## config.mk

```make
export PLATFORM = sky130hd
export DESIGN_NAME = cp0_exc_ctrl_flat
export DESIGN_NICKNAME = d
export VERILOG_FILES = /design/src/rtl/cp0_exc_ctrl_if.sv /design/src/rtl/cp0_exc_ctrl.sv /design/src/flat_wrapper.sv
export SDC_FILE = /design/constraint.sdc
export NUM_CORES = 1
export LEC_CHECK = 0
export CORE_ASPECT_RATIO = 1.4
export CORE_MARGIN = 10
export CORE_UTILIZATION = 37
export CTS_CLUSTER_DIAMETER = 30
export DETAILED_ROUTE_END_ITERATION = 10
export PLACE_DENSITY = 0.8
export REMOVE_ABC_BUFFERS = 1
export SETUP_SLACK_MARGIN = 0.15
export SYNTH_ARGS = -nofsm -noshare
export SYNTH_HDL_FRONTEND = slang
export SYNTH_SLANG_ARGS = --single-unit
```

## constraint.sdc

```tcl
create_clock -name clk -period 5.8 [get_ports clk]
set_input_delay 1.16 -clock clk [delete_from_list [all_inputs] [get_ports clk]]
set_output_delay 1.16 -clock clk [all_outputs]
set_load 0.005 [all_outputs]
```

## src/rtl/cp0_exc_ctrl_if.sv

```systemverilog
// Bus bundle between the pipeline commit point / CP0 register file and the exception
// sequencer (cp0_exc_ctrl).
//
// Pipeline/CP0 to controller:
//   commit_*, exc_*, eret   commit-point instruction and its exception status
//   mtc0_*                  MTC0 write request
//   hw_int                  asynchronous hardware interrupt lines
//   status, epc_in          current CP0 Status and EPC
// Controller to pipeline/CP0:
//   cp0_*                   CP0 write strobes and write data
//   hw_int_sync             synchronised interrupt lines for Cause.IP
//   mtc0_ack                MTC0 accepted
//   flush, redirect_*       pipeline kill and PC redirect
//   busy                    controller is sequencing a trigger
//
// modport master: the pipeline/CP0 side. modport slave: the controller.

interface cp0_exc_ctrl_if;

  logic        commit_valid;
  logic [31:0] commit_pc;
  logic        commit_bd;
  logic        exc_valid;
  logic [4:0]  exc_code;
  logic        exc_has_badv;
  logic [31:0] exc_badvaddr;
  logic        eret;
  logic        mtc0_req;
  logic [4:0]  mtc0_addr;
  logic [31:0] mtc0_data;
  logic [5:0]  hw_int;
  logic [31:0] status;
  logic [31:0] epc_in;

  logic [31:0] cp0_we;
  logic        cp0_gen_we;
  logic [4:0]  cp0_waddr;
  logic [31:0] cp0_wdata;
  logic [31:0] cp0_epc;
  logic [31:0] cp0_badaddr;
  logic [4:0]  cp0_exc_code;
  logic        cp0_bd;
  logic        cp0_exl;
  logic        cp0_ie;
  logic [7:0]  cp0_int_en;
  logic [5:0]  hw_int_sync;
  logic        mtc0_ack;
  logic        flush;
  logic        redirect_valid;
  logic [31:0] redirect_pc;
  logic        busy;

  modport master (
    output commit_valid, commit_pc, commit_bd, exc_valid, exc_code, exc_has_badv,
           exc_badvaddr, eret, mtc0_req, mtc0_addr, mtc0_data, hw_int, status, epc_in,
    input  cp0_we, cp0_gen_we, cp0_waddr, cp0_wdata, cp0_epc, cp0_badaddr, cp0_exc_code,
           cp0_bd, cp0_exl, cp0_ie, cp0_int_en, hw_int_sync, mtc0_ack, flush,
           redirect_valid, redirect_pc, busy
  );

  modport slave (
    input  commit_valid, commit_pc, commit_bd, exc_valid, exc_code, exc_has_badv,
           exc_badvaddr, eret, mtc0_req, mtc0_addr, mtc0_data, hw_int, status, epc_in,
    output cp0_we, cp0_gen_we, cp0_waddr, cp0_wdata, cp0_epc, cp0_badaddr, cp0_exc_code,
           cp0_bd, cp0_exl, cp0_ie, cp0_int_en, hw_int_sync, mtc0_ack, flush,
           redirect_valid, redirect_pc, busy
  );

endinterface

```

## src/rtl/cp0_exc_ctrl.sv

```systemverilog
// CP0 exception / interrupt sequencer.
//
// Samples the commit point, synchronises the hardware interrupt lines and arbitrates
// between exception, interrupt, ERET and MTC0 requests (that priority order, only while
// idle). It is the single writer of CP0: on exception/interrupt entry it writes EPC,
// Cause, Status (and BadVAddr when present); on ERET it clears Status.EXL. Every trigger
// flushes the pipeline for FLUSH_CYCLES cycles and pulses a PC redirect.
//
// Ports:
//   clk  clock
//   rst  asynchronous active-high reset
//   bus  cp0_exc_ctrl_if.slave, all request inputs and CP0/pipeline control outputs
//
// Parameters:
//   EXC_VECTOR    PC loaded on exception or interrupt entry
//   FLUSH_CYCLES  cycles flush is held per trigger, 1..15

module cp0_exc_ctrl #(
  parameter logic [31:0] EXC_VECTOR   = 32'hBFC00380,
  parameter int unsigned FLUSH_CYCLES = 2
) (
  input  logic          clk,
  input  logic          rst,
  cp0_exc_ctrl_if.slave bus
);

  typedef enum logic [1:0] {StIdle, StEntry, StRet, StFlush} state_e;

  // CP0 register numbers written on entry/return.
  localparam int unsigned RegBadVAddr = 8;
  localparam int unsigned RegStatus   = 12;
  localparam int unsigned RegCause    = 13;
  localparam int unsigned RegEpc      = 14;

  // Count of FLUSH-state cycles still to go after the current one; the FLUSH state
  // covers FLUSH_CYCLES-1 cycles because ENTRY/RET already flush for one.
  localparam logic [3:0] FlushLoad = (FLUSH_CYCLES > 1) ? 4'(FLUSH_CYCLES - 2) : 4'd0;

  state_e      state_q, state_d;
  logic [3:0]  flush_cnt_q, flush_cnt_d;

  logic [5:0]  sync1_q, sync2_q;

  logic [31:0] we_q, we_d;
  logic        gen_we_q, gen_we_d;
  logic        ack_q, ack_d;
  logic [4:0]  waddr_q, waddr_d;
  logic [31:0] wdata_q, wdata_d;
  logic [31:0] epc_q, epc_d;
  logic [31:0] badaddr_q, badaddr_d;
  logic [4:0]  exc_code_q, exc_code_d;
  logic        bd_q, bd_d;
  logic        exl_q, exl_d;
  logic        ie_q, ie_d;
  logic [7:0]  int_en_q, int_en_d;
  logic        redirect_valid_q, redirect_valid_d;
  logic [31:0] redirect_pc_q, redirect_pc_d;

  logic        int_pend;
  logic        trig_exc, trig_int, trig_eret;
  logic [31:0] unused_status_bits;

  // Status bits this block does not interpret.
  assign unused_status_bits = {bus.status[31:16], 8'h00, bus.status[7:2], 2'b00};

  // IE set, EXL clear, and at least one unmasked synchronised line.
  assign int_pend  = bus.status[0] & ~bus.status[1] & (|(sync2_q & bus.status[15:10]));

  assign trig_exc  = bus.commit_valid & bus.exc_valid;
  assign trig_int  = bus.commit_valid & int_pend;
  assign trig_eret = bus.commit_valid & bus.eret;

  always_comb begin
    state_d          = state_q;
    flush_cnt_d      = flush_cnt_q;
    we_d             = '0;
    gen_we_d         = 1'b0;
    ack_d            = 1'b0;
    redirect_valid_d = 1'b0;
    waddr_d          = waddr_q;
    wdata_d          = wdata_q;
    epc_d            = epc_q;
    badaddr_d        = badaddr_q;
    exc_code_d       = exc_code_q;
    bd_d             = bd_q;
    exl_d            = exl_q;
    ie_d             = ie_q;
    int_en_d         = int_en_q;
    redirect_pc_d    = redirect_pc_q;

    unique case (state_q)
      StIdle: begin
        if (trig_exc || trig_int) begin
          state_d               = StEntry;
          epc_d                 = bus.commit_bd ? (bus.commit_pc - 32'd4) : bus.commit_pc;
          bd_d                  = bus.commit_bd;
          exc_code_d            = trig_exc ? bus.exc_code : 5'd0;
          badaddr_d             = bus.exc_badvaddr;
          exl_d                 = 1'b1;
          ie_d                  = bus.status[0];
          int_en_d              = bus.status[15:8];
          we_d[RegStatus]       = 1'b1;
          we_d[RegCause]        = 1'b1;
          we_d[RegEpc]          = 1'b1;
          // An interrupt never carries a bad address, whatever exc_has_badv shows.
          we_d[RegBadVAddr]     = trig_exc & bus.exc_has_badv;
          redirect_valid_d      = 1'b1;
          redirect_pc_d         = EXC_VECTOR;
        end else if (trig_eret) begin
          state_d               = StRet;
          exl_d                 = 1'b0;
          ie_d                  = bus.status[0];
          int_en_d              = bus.status[15:8];
          we_d[RegStatus]       = 1'b1;
          redirect_valid_d      = 1'b1;
          redirect_pc_d         = bus.epc_in;
        end else if (bus.mtc0_req) begin
          ack_d                 = 1'b1;
          gen_we_d              = 1'b1;
          waddr_d               = bus.mtc0_addr;
          wdata_d               = bus.mtc0_data;
        end
      end
      StEntry, StRet: begin
        if (FLUSH_CYCLES <= 1) begin
          state_d = StIdle;
        end else begin
          state_d     = StFlush;
          flush_cnt_d = FlushLoad;
        end
      end
      StFlush: begin
        if (flush_cnt_q == 4'd0) begin
          state_d = StIdle;
        end else begin
          flush_cnt_d = flush_cnt_q - 4'd1;
        end
      end
      default: state_d = StIdle;
    endcase
  end

  always_ff @(posedge clk or posedge rst) begin
    if (rst) begin
      state_q          <= StIdle;
      flush_cnt_q      <= '0;
      sync1_q          <= '0;
      sync2_q          <= '0;
      we_q             <= '0;
      gen_we_q         <= 1'b0;
      ack_q            <= 1'b0;
      waddr_q          <= '0;
      wdata_q          <= '0;
      epc_q            <= '0;
      badaddr_q        <= '0;
      exc_code_q       <= '0;
      bd_q             <= 1'b0;
      exl_q            <= 1'b0;
      ie_q             <= 1'b0;
      int_en_q         <= '0;
      redirect_valid_q <= 1'b0;
      redirect_pc_q    <= '0;
    end else begin
      state_q          <= state_d;
      flush_cnt_q      <= flush_cnt_d;
      sync1_q          <= bus.hw_int;
      sync2_q          <= sync1_q;
      we_q             <= we_d;
      gen_we_q         <= gen_we_d;
      ack_q            <= ack_d;
      waddr_q          <= waddr_d;
      wdata_q          <= wdata_d;
      epc_q            <= epc_d;
      badaddr_q        <= badaddr_d;
      exc_code_q       <= exc_code_d;
      bd_q             <= bd_d;
      exl_q            <= exl_d;
      ie_q             <= ie_d;
      int_en_q         <= int_en_d;
      redirect_valid_q <= redirect_valid_d;
      redirect_pc_q    <= redirect_pc_d;
    end
  end

  // flush and busy decode the state register directly so they fall with rst.
  assign bus.flush          = (state_q != StIdle);
  assign bus.busy           = (state_q != StIdle);
  assign bus.cp0_we         = we_q;
  assign bus.cp0_gen_we     = gen_we_q;
  assign bus.cp0_waddr      = waddr_q;
  assign bus.cp0_wdata      = wdata_q;
  assign bus.cp0_epc        = epc_q;
  assign bus.cp0_badaddr    = badaddr_q;
  assign bus.cp0_exc_code   = exc_code_q;
  assign bus.cp0_bd         = bd_q;
  assign bus.cp0_exl        = exl_q;
  assign bus.cp0_ie         = ie_q;
  assign bus.cp0_int_en     = int_en_q;
  assign bus.hw_int_sync    = sync2_q;
  assign bus.mtc0_ack       = ack_q;
  assign bus.redirect_valid = redirect_valid_q;
  assign bus.redirect_pc    = redirect_pc_q;

endmodule
```

## src/flat_wrapper.sv

```systemverilog
// flat-port wrapper written by rule: the top's interface ports become plain ports
module cp0_exc_ctrl_flat 
#(
  parameter logic [31:0] EXC_VECTOR   = 32'hBFC00380,
  parameter int unsigned FLUSH_CYCLES = 2
)
  (clk, rst, bus_commit_valid, bus_commit_pc, bus_commit_bd, bus_exc_valid, bus_exc_code, bus_exc_has_badv, bus_exc_badvaddr, bus_eret, bus_mtc0_req, bus_mtc0_addr, bus_mtc0_data, bus_hw_int, bus_status, bus_epc_in, bus_cp0_we, bus_cp0_gen_we, bus_cp0_waddr, bus_cp0_wdata, bus_cp0_epc, bus_cp0_badaddr, bus_cp0_exc_code, bus_cp0_bd, bus_cp0_exl, bus_cp0_ie, bus_cp0_int_en, bus_hw_int_sync, bus_mtc0_ack, bus_flush, bus_redirect_valid, bus_redirect_pc, bus_busy);
  cp0_exc_ctrl_if bus_i ();
  input  logic clk;
  input  logic rst;
  input wire logic [$bits(bus_i.commit_valid)-1:0] bus_commit_valid;
  input wire logic [$bits(bus_i.commit_pc)-1:0] bus_commit_pc;
  input wire logic [$bits(bus_i.commit_bd)-1:0] bus_commit_bd;
  input wire logic [$bits(bus_i.exc_valid)-1:0] bus_exc_valid;
  input wire logic [$bits(bus_i.exc_code)-1:0] bus_exc_code;
  input wire logic [$bits(bus_i.exc_has_badv)-1:0] bus_exc_has_badv;
  input wire logic [$bits(bus_i.exc_badvaddr)-1:0] bus_exc_badvaddr;
  input wire logic [$bits(bus_i.eret)-1:0] bus_eret;
  input wire logic [$bits(bus_i.mtc0_req)-1:0] bus_mtc0_req;
  input wire logic [$bits(bus_i.mtc0_addr)-1:0] bus_mtc0_addr;
  input wire logic [$bits(bus_i.mtc0_data)-1:0] bus_mtc0_data;
  input wire logic [$bits(bus_i.hw_int)-1:0] bus_hw_int;
  input wire logic [$bits(bus_i.status)-1:0] bus_status;
  input wire logic [$bits(bus_i.epc_in)-1:0] bus_epc_in;
  output wire logic [$bits(bus_i.cp0_we)-1:0] bus_cp0_we;
  output wire logic [$bits(bus_i.cp0_gen_we)-1:0] bus_cp0_gen_we;
  output wire logic [$bits(bus_i.cp0_waddr)-1:0] bus_cp0_waddr;
  output wire logic [$bits(bus_i.cp0_wdata)-1:0] bus_cp0_wdata;
  output wire logic [$bits(bus_i.cp0_epc)-1:0] bus_cp0_epc;
  output wire logic [$bits(bus_i.cp0_badaddr)-1:0] bus_cp0_badaddr;
  output wire logic [$bits(bus_i.cp0_exc_code)-1:0] bus_cp0_exc_code;
  output wire logic [$bits(bus_i.cp0_bd)-1:0] bus_cp0_bd;
  output wire logic [$bits(bus_i.cp0_exl)-1:0] bus_cp0_exl;
  output wire logic [$bits(bus_i.cp0_ie)-1:0] bus_cp0_ie;
  output wire logic [$bits(bus_i.cp0_int_en)-1:0] bus_cp0_int_en;
  output wire logic [$bits(bus_i.hw_int_sync)-1:0] bus_hw_int_sync;
  output wire logic [$bits(bus_i.mtc0_ack)-1:0] bus_mtc0_ack;
  output wire logic [$bits(bus_i.flush)-1:0] bus_flush;
  output wire logic [$bits(bus_i.redirect_valid)-1:0] bus_redirect_valid;
  output wire logic [$bits(bus_i.redirect_pc)-1:0] bus_redirect_pc;
  output wire logic [$bits(bus_i.busy)-1:0] bus_busy;
  assign bus_i.commit_valid = bus_commit_valid;
  assign bus_i.commit_pc = bus_commit_pc;
  assign bus_i.commit_bd = bus_commit_bd;
  assign bus_i.exc_valid = bus_exc_valid;
  assign bus_i.exc_code = bus_exc_code;
  assign bus_i.exc_has_badv = bus_exc_has_badv;
  assign bus_i.exc_badvaddr = bus_exc_badvaddr;
  assign bus_i.eret = bus_eret;
  assign bus_i.mtc0_req = bus_mtc0_req;
  assign bus_i.mtc0_addr = bus_mtc0_addr;
  assign bus_i.mtc0_data = bus_mtc0_data;
  assign bus_i.hw_int = bus_hw_int;
  assign bus_i.status = bus_status;
  assign bus_i.epc_in = bus_epc_in;
  assign bus_cp0_we = bus_i.cp0_we;
  assign bus_cp0_gen_we = bus_i.cp0_gen_we;
  assign bus_cp0_waddr = bus_i.cp0_waddr;
  assign bus_cp0_wdata = bus_i.cp0_wdata;
  assign bus_cp0_epc = bus_i.cp0_epc;
  assign bus_cp0_badaddr = bus_i.cp0_badaddr;
  assign bus_cp0_exc_code = bus_i.cp0_exc_code;
  assign bus_cp0_bd = bus_i.cp0_bd;
  assign bus_cp0_exl = bus_i.cp0_exl;
  assign bus_cp0_ie = bus_i.cp0_ie;
  assign bus_cp0_int_en = bus_i.cp0_int_en;
  assign bus_hw_int_sync = bus_i.hw_int_sync;
  assign bus_mtc0_ack = bus_i.mtc0_ack;
  assign bus_flush = bus_i.flush;
  assign bus_redirect_valid = bus_i.redirect_valid;
  assign bus_redirect_pc = bus_i.redirect_pc;
  assign bus_busy = bus_i.busy;
  cp0_exc_ctrl #(.EXC_VECTOR(EXC_VECTOR), .FLUSH_CYCLES(FLUSH_CYCLES)) u_core (.clk(clk), .rst(rst), .bus(bus_i));
endmodule
```

==> results of run 1 <==
critical path, delay by kind of cell:
family,cells,cell delay (ns)
multiplexers,1,0.36
AND/OR/NAND/NOR,2,0.85
buffers and inverters,4,1.71
AO/OA/AOI/OAI,1,0.30
placed cells by master, fill, tap and decap left out, types with 13 or more instances in the layout:
cell	count
or3_1	13
mux2i_1	14
inv_1	23
clkbuf_16	17
clkdlybuf4s50_1	325
nor3_1	19
and3_1	22
a21oi_1	33
a31oi_1	20
or4_1	16
dfrtp_1	171
mux2_1	97
conb_1	28
synth_stat cells, types with 5 or more instances:
cell type / n
mux2i_1: 14
o31ai_1: 12
or3_1: 13
a22o_1: 5
and3_1: 22
inv_1: 24
or4b_1: 5
buf_2: 6
mux2_2: 9
ha_1: 6
a31oi_1: 20
or4_1: 16
a21oi_1: 35
o41ai_1: 5
nor3_1: 20
nor2_1: 8
xnor2_1: 10
dfrtp_1: 171
buf_4: 32
clkbuf_1: 24
mux2_1: 97
logic make-up after synthesis:
logic type / count (synthesis) / synth area share
multiplexers: 120 / 0.177
adder cells (fa/ha/maj): 6 / 0.00996
buffers and inverters: 92 / 0.0664
other: 1 / 0.000498
AND/OR/NAND/NOR: 105 / 0.0879
XOR/XNOR: 11 / 0.0128
AO/OA/AOI/OAI: 93 / 0.0774
flip-flops: 171 / 0.568
state kept, by name, indices dropped and copies added, names as in the netlist, 5 cells and up:
| signal | flops |
|---|---|
| u_core.bus.cp0_badaddr | 32 |
| u_core.bus.cp0_epc | 32 |
| u_core.bus.cp0_wdata | 32 |
| u_core.bus.redirect_pc | 32 |
| u_core.bus.cp0_int_en | 8 |
| u_core.bus.hw_int_sync | 6 |
| u_core.sync1_q | 6 |
| u_core.bus.cp0_exc_code | 5 |
| u_core.bus.cp0_waddr | 5 |
layout make-up:
class	count	area, um2	area share
inverter	25	98.8	0.00855
timing repair buffer	333	3330	0.288
tap	252	315	0.0273
clock inverter	15	235	0.0204
clock buffer	17	425	0.0368
multi-input combinational	363	2880	0.249
sequential	171	4280	0.370
metal layers:
metal / vias to the layer above / global-route usage / wire length [um]
met5: - / 0 / 0
met4: 0 / 0.0744 / 670
met3: 37 / 0.0611 / 1620
met2: 202 / 0.316 / 13000
met1: 2963 / 0.195 / 9280
li1: 2739 / - / -
power groups by stage:
stage	logic (W)	registers [W]	clock network, W
final	0.00215	0.00200	0.00129
after floorplan	0.000646	0.00203	0
after global routing	0.00231	0.00207	0.00137
after global placement	0.00214	0.00199	0
after CTS	0.00219	0.00200	0.00132
after detailed placement	0.00218	0.00202	0
stage by stage:
stage	hold slack (ns)	area (um2)	util	setup slack (ns)	power [W]
after floorplan	0.331	7230	-	0.00821	0.00268
after global placement	0.331	10900	0.547	1.25	0.00413
after detailed placement	0.339	10900	0.547	1.21	0.00420
after CTS	0.354	11600	0.580	1.68	0.00551
after global routing	0.361	11600	0.580	1.49	0.00575
final	0.351	11600	0.580	1.70	0.00543
path summary, 6_finish.rpt:
check	end	cells past startpoint	from
worst min register to register	u_core.bus.hw_int_sync[5]	0	u_core.sync1_q[5]
min in group asynchronous	u_core.bus.cp0_badaddr[27]	2	rst
worst max register to register	u_core.bus.cp0_epc[11]	9	u_core.state_q[0]
max in group asynchronous	u_core.bus.cp0_badaddr[3]	3	rst
worst max-delay path	u_core.bus.cp0_epc[11]	8	bus_commit_valid
worst min-delay path	u_core.bus.hw_int_sync[5]	0	u_core.sync1_q[5]
==> metrics.md, run 1 <==
| Metric | Value |
|---|---|
| Status | `finished clean` |
| FF-to-FF setup slack | `2.79 ns` |
| Core Box Area | `between 0.015 and 0.02 mm2` |
| WS Path Type | `input pin to flop` |
| Rows | `61` |
| Overflow after GRT | `0` |
| Startpoint Class | `input pin` |
| Die ar. | `0.0265 mm2` |
| Clock Skew | `0.0119 ns` |
| Post-synthesis sequential area ratio | `0.568` |
| Unrepaired setup endpoints after global routing | `no` |
| Synth warn | `0` |
| Mean Syn Cell Area | `12.6 um2` |
| Count of final max-slew check failures | `0` |
| Worst Hold Class | `flop to flop` |
| Slew margin rel. | `0.229` |
| Worst VDD drop | `0.266 mV` |
| Number of synthesized flops with an enable pin | `0` |
| Layout cells sized above 1 | `0.0649` |
| Count of input and output buffers | `~330` |
| Worst path required time | `6.12 ns` |
| Pin count of the biggest net entering global routing | `between 90 and 100` |
| Area share of the largest cell type after synthesis | `0.568` |
| Seq pwr share | `0.368` |
| Clock latency at the later pin of the worst-skew pair | `approximately 0.44 ns` |
| Via count | `~5900` |
| Antenna cells | `0` |
| Pwr Density | `470 mW/mm2` |
| Worst-case clock buffer depth | `2` |
| Mapped Cells | `599` |
| CP max-delay cell | `clkdlybuf4s50_1` |
| CP Cell Sequence | `clkdlybuf4s50_1, nand2_1, a21oi_2, buf_4, nand2_1, inv_2, buf_12, mux2_1` |
| Setup_tns | `0 ns` |
| Clk sink count | `roughly 170` |
| Max-cap violation count | `0` |
| Worst stage delay on the critical path | `0.54 ns` |
| Clk pwr share | `0.237` |
| Post-CTS setup buffer count | `0` |
| Wire length of the first global-routing pass | `37400 um` |
| CP max FO | `41` |
| CTS resizes | `0` |
| I/O pins | `roughly 380` |
| Initial DRC Count | `between 300 and 400` |
| Layout filler cell count | `1650` |
| ANT nets after route | `0` |
| Worst Setup End Kind | `flop` |
| Fin crit share | `0.707` |
| CP most frequent cell | `nand2_1` |
| Final Critical Period | `slightly above 4 ns` |
| Fin nets | `approximately 1100` |
| Routed WL per cell | `20.9 um` |
| Clock-pin slew on the worst setup and hold paths | `0.07 ns` |
| Final Hold Fails | `0` |
| Netlist Area Pre-Place | `roughly 0.0075 mm2` |
| Pint | `0.00385 W` |
| Inserted Clock Buffers | `17` |
| RD Place Congestion | `roughly 0.82` |
| Dpl cells | `1144` |
| Initial antenna violation count | `0` |
| Max frequency | `0.244 GHz` |
| Dpl hpwl | `around 19000 um` |
| DR vias/cell | `5.05` |
| Synth async-reset ratio | `1.00` |
| Starting Density | `0.378` |
| Psw | `0.00158 W` |
| Hold buffer count at CTS | `0` |
| Ranking of synthesized cells by area | `dfrtp_1 57%, mux2_1 14%, buf_4 3.2%` |
| CTS tree | `built` |
| Fin cells | `1176` |
| DR pass1 iterations | `4` |
| Library cells used by synthesis | `46` |
| Final Setup Violations | `0` |
| P_leak | `about 4.8 nW` |
| Total global-route track usage | `0.181` |
| CTS Root Cell | `clkbuf_16` |
| Slew @ Worst Pin | `approximately 1.1 ns` |
| Die Wd | `between 100 and 150 um` |
| Vias in the first global route | `6356` |
| Htree depth | `4` |
| DIE HEIGHT | `189 um` |
| Area leader, netlist | `dfrtp_1` |
| Net Sw Frac | `0.291` |
| Post-synthesis register bit count | `approximately 170` |
| Arr. time, crit path | `4.42 ns` |
| Area Overhead vs Synth | `53.4%` |
| Residual DRC | `0` |
| Combinational share of power | `0.395` |
| Final WL | `24600 um` |
| Primary FF master, synth | `dfrtp_1` |
(Power assumes the default switching activity.)
==> run 2, diff against run 1 <==
--- a/config.mk
+++ b/config.mk
@@ -7,10 +7,10 @@
 export LEC_CHECK = 0
 export CORE_ASPECT_RATIO = 1.4
 export CORE_MARGIN = 10
-export CORE_UTILIZATION = 37
+export CORE_UTILIZATION = 41
 export CTS_CLUSTER_DIAMETER = 30
 export DETAILED_ROUTE_END_ITERATION = 10
-export PLACE_DENSITY = 0.8
+export PLACE_DENSITY = 0.84
 export REMOVE_ABC_BUFFERS = 1
 export SETUP_SLACK_MARGIN = 0.15
 export SYNTH_ARGS = -nofsm -noshare
==> constraint.sdc (replaced) <==
create_clock -name clk -period 4.2 [get_ports clk]
set_input_delay 0.84 -clock clk [delete_from_list [all_inputs] [get_ports clk]]
set_output_delay 0.84 -clock clk [all_outputs]
set_load 0.005 [all_outputs]
==> run 2 against run 1 <==
Compared with the run above:
- critical path depth fell by 3
- sequential power grew 38%
- die area fell by 8.6%
- first-iteration DRC count fell by 2.6%
- non-clock buffer count grew 3
- register-to-register slack worse by 1.1 ns
- critical endpoint is now u_core.bus.cp0_epc[19]
- combinational power is 38% higher
- core utilization grew 5.9 points
- clock power grew 21%
- largest cell class unchanged
- routed wire length decreased by 2.1%
- sequential share of layout area increased by 0.18 points
==> metrics.md, run 2 (synthesized netlist as in run 1, its figures left out) <==
| Metric | Value |
|---|---|
| Total power | `roughly 0.0073 W` |
| Clock-pin slew on the worst setup and hold paths | `0.07 ns` |
| Die ar. | `between 0.02 and 0.025 mm2` |
| Initial DRC Count | `between 300 and 400` |
| Pint | `0.00510 W` |
| Initial antenna violation count | `1` |
| R2r endpoint | `u_core.bus.cp0_badaddr[18]` |
| Max-cap violation count | `0` |
| Psw | `between 0.002 and 0.0025 W` |
| Routed WL per cell | `20.7 um` |
| Inserted Clock Buffers | `17` |
| WS Path Type | `input pin to flop` |
| Hold Crit Start | `u_core.sync1_q[5]` |
| Unrepaired setup endpoints after global routing | `no` |
| Combinational share of power | `0.406` |
| Total global-route track usage | `0.194` |
| Setup_tns | `0 ns` |
| Clk pwr share | `0.215` |
| Htree depth | `4` |
| Slew margin rel. | `0.250` |
| RD Place Congestion | `~0.84` |
| Clock latency at the later pin of the worst-skew pair | `0.42 ns` |
| Dpl hpwl | `19200 um` |
| Rows | `58` |
| Worst path required time | `4.53 ns` |
| Slew @ Worst Pin | `1.12 ns` |
| Arr. time, crit path | `3.63 ns` |
| Worst VDD drop | `0.337 mV` |
| Status | `finished clean` |
| Overflow after GRT | `0` |
| Clk sink count | `171` |
| Pin count of the biggest net entering global routing | `77` |
| Worst reg-to-reg path cell count | `8` |
| Worst-case clock buffer depth | `2` |
| Hold buffer count at CTS | `0` |
| Core Box Area | `approximately 0.018 mm2` |
| FF-to-FF setup slack | `roughly 1.7 ns` |
| Commonest cells after routing, fill and taps aside | `325 x clkdlybuf4s50_1, 171 x dfrtp_1, 97 x mux2_1, 33 x a21oi_1, 28 x conb_1` |
| Post-CTS setup buffer count | `0` |
| Starting Density | `0.419` |
| DR vias/cell | `5.05` |
| Final Hold Fails | `0` |
| Residual DRC | `0` |
| Most common cell after layout, fill and taps aside | `clkdlybuf4s50_1` |
| DR pass1 iterations | `4` |
| Fin nets | `1104` |
| Fin crit share | `0.787` |
| Startpoint Class | `input pin` |
| Pwr Density | `634 mW/mm2` |
| Area Overhead vs Synth | `52.6%` |
| Worst Setup End Kind | `flop` |
| RR Startpoint | `u_core.state_q[1]` |
| Net Sw Frac | `0.300` |
| CTS resizes | `0` |
| Clock Skew | `approximately 0.011 ns` |
| Design area | `0.0115 mm2` |
| Final WL | `~24000 um` |
| I/O pins | `around 380` |
| Fin cells | `around 1200` |
| Placed Area | `approximately 0.011 mm2` |
| Layout filler cell count | `1439` |
| Hold Path End | `u_core.bus.hw_int_sync[5]` |
| CTS tree | `built` |
| CP max FO | `21` |
| Layout cells sized above 1 | `0.0669` |
| Hold Slack | `0.349 ns` |
| CTS Root Cell | `clkbuf_16` |
| Final Setup Violations | `0` |
| P_leak | `~4.8 nW` |
| Die Wd | `between 100 and 150 um` |
| Wire length of the first global-routing pass | `36800 um` |
| Final Critical Period | `3.31 ns` |
| Worst Hold Depth | `0` |
| Count of final max-slew check failures | `0` |
| DIE HEIGHT | `180 um` |
| Count of input and output buffers | `325` |
| ANT nets after route | `0` |
| Worst Hold Class | `flop to flop` |
| Dpl cells | `1135` |
| Via count | `5898` |
| Antenna cells | `0` |
| Vias in the first global route | `6241` |
| Seq pwr share | `0.379` |
| Max frequency | `about 0.30 GHz` |
==> run 2: through the flow <==
stage                     utilization  setup WS, ns
after floorplan                     -         -1.27
after global placement          0.606         0.554
after detailed placement        0.606         0.486
after CTS                       0.639         0.927
after global routing            0.639         0.843
final                           0.639         0.893
==> run 2: layout make-up <==
class | count | area (um2) | share of cell area
Timing Repair Buffer | 336 | 3360 | 0.292
Multi-Input combinational cell | 363 | 2880 | 0.250
Sequential cell | 171 | 4280 | 0.372
Clock buffer | 18 | 429 | 0.0373
Inverter | 25 | 98.8 | 0.00860
Clock inverter | 14 | 155 | 0.0135
Tap cell | 240 | 300 | 0.0261
==> run 2: power groups by stage <==
stage                     clock network [W]  registers (W)  logic (W)
after floorplan                           0        0.00281   0.000892
after global placement                    0        0.00274    0.00296
after detailed placement                  0        0.00279    0.00302
after CTS                           0.00160        0.00277    0.00303
after global routing                0.00168        0.00285    0.00318
final                               0.00156        0.00276    0.00296
==> run 2: per-layer routing <==
layer,up-vias,GRT usage,part of all wire
li1,2747,-,-
met1,2919,0.204,0.37
met2,195,0.358,0.55
met3,35,0.0550,0.059
met4,2,0.0677,0.026
met5,-,0,0.00033
==> run 2: critical path, stage by stage <==
cell and delay (ns):
clkdlybuf4s50_1 0.62, or4b_4 0.53, or4_1 0.83, or4_1 0.61, a31oi_1 0.20
==> run 2: how the worst max path moves through the flow <==
stage	from	endpoint	slack, ns
5_1_grt	bus_commit_bd	u_core.bus.cp0_epc[21]	0.84
2_1_floorplan	rst	u_core.bus.cp0_badaddr[0]	-1.27
3_3_place_gp	bus_commit_bd	u_core.bus.cp0_epc[19]	0.55
6_report	bus_commit_bd	u_core.bus.cp0_epc[19]	0.89
3_5_place_dp	bus_commit_bd	u_core.bus.cp0_epc[19]	0.49
4_1_cts	bus_commit_bd	u_core.bus.cp0_epc[19]	0.93
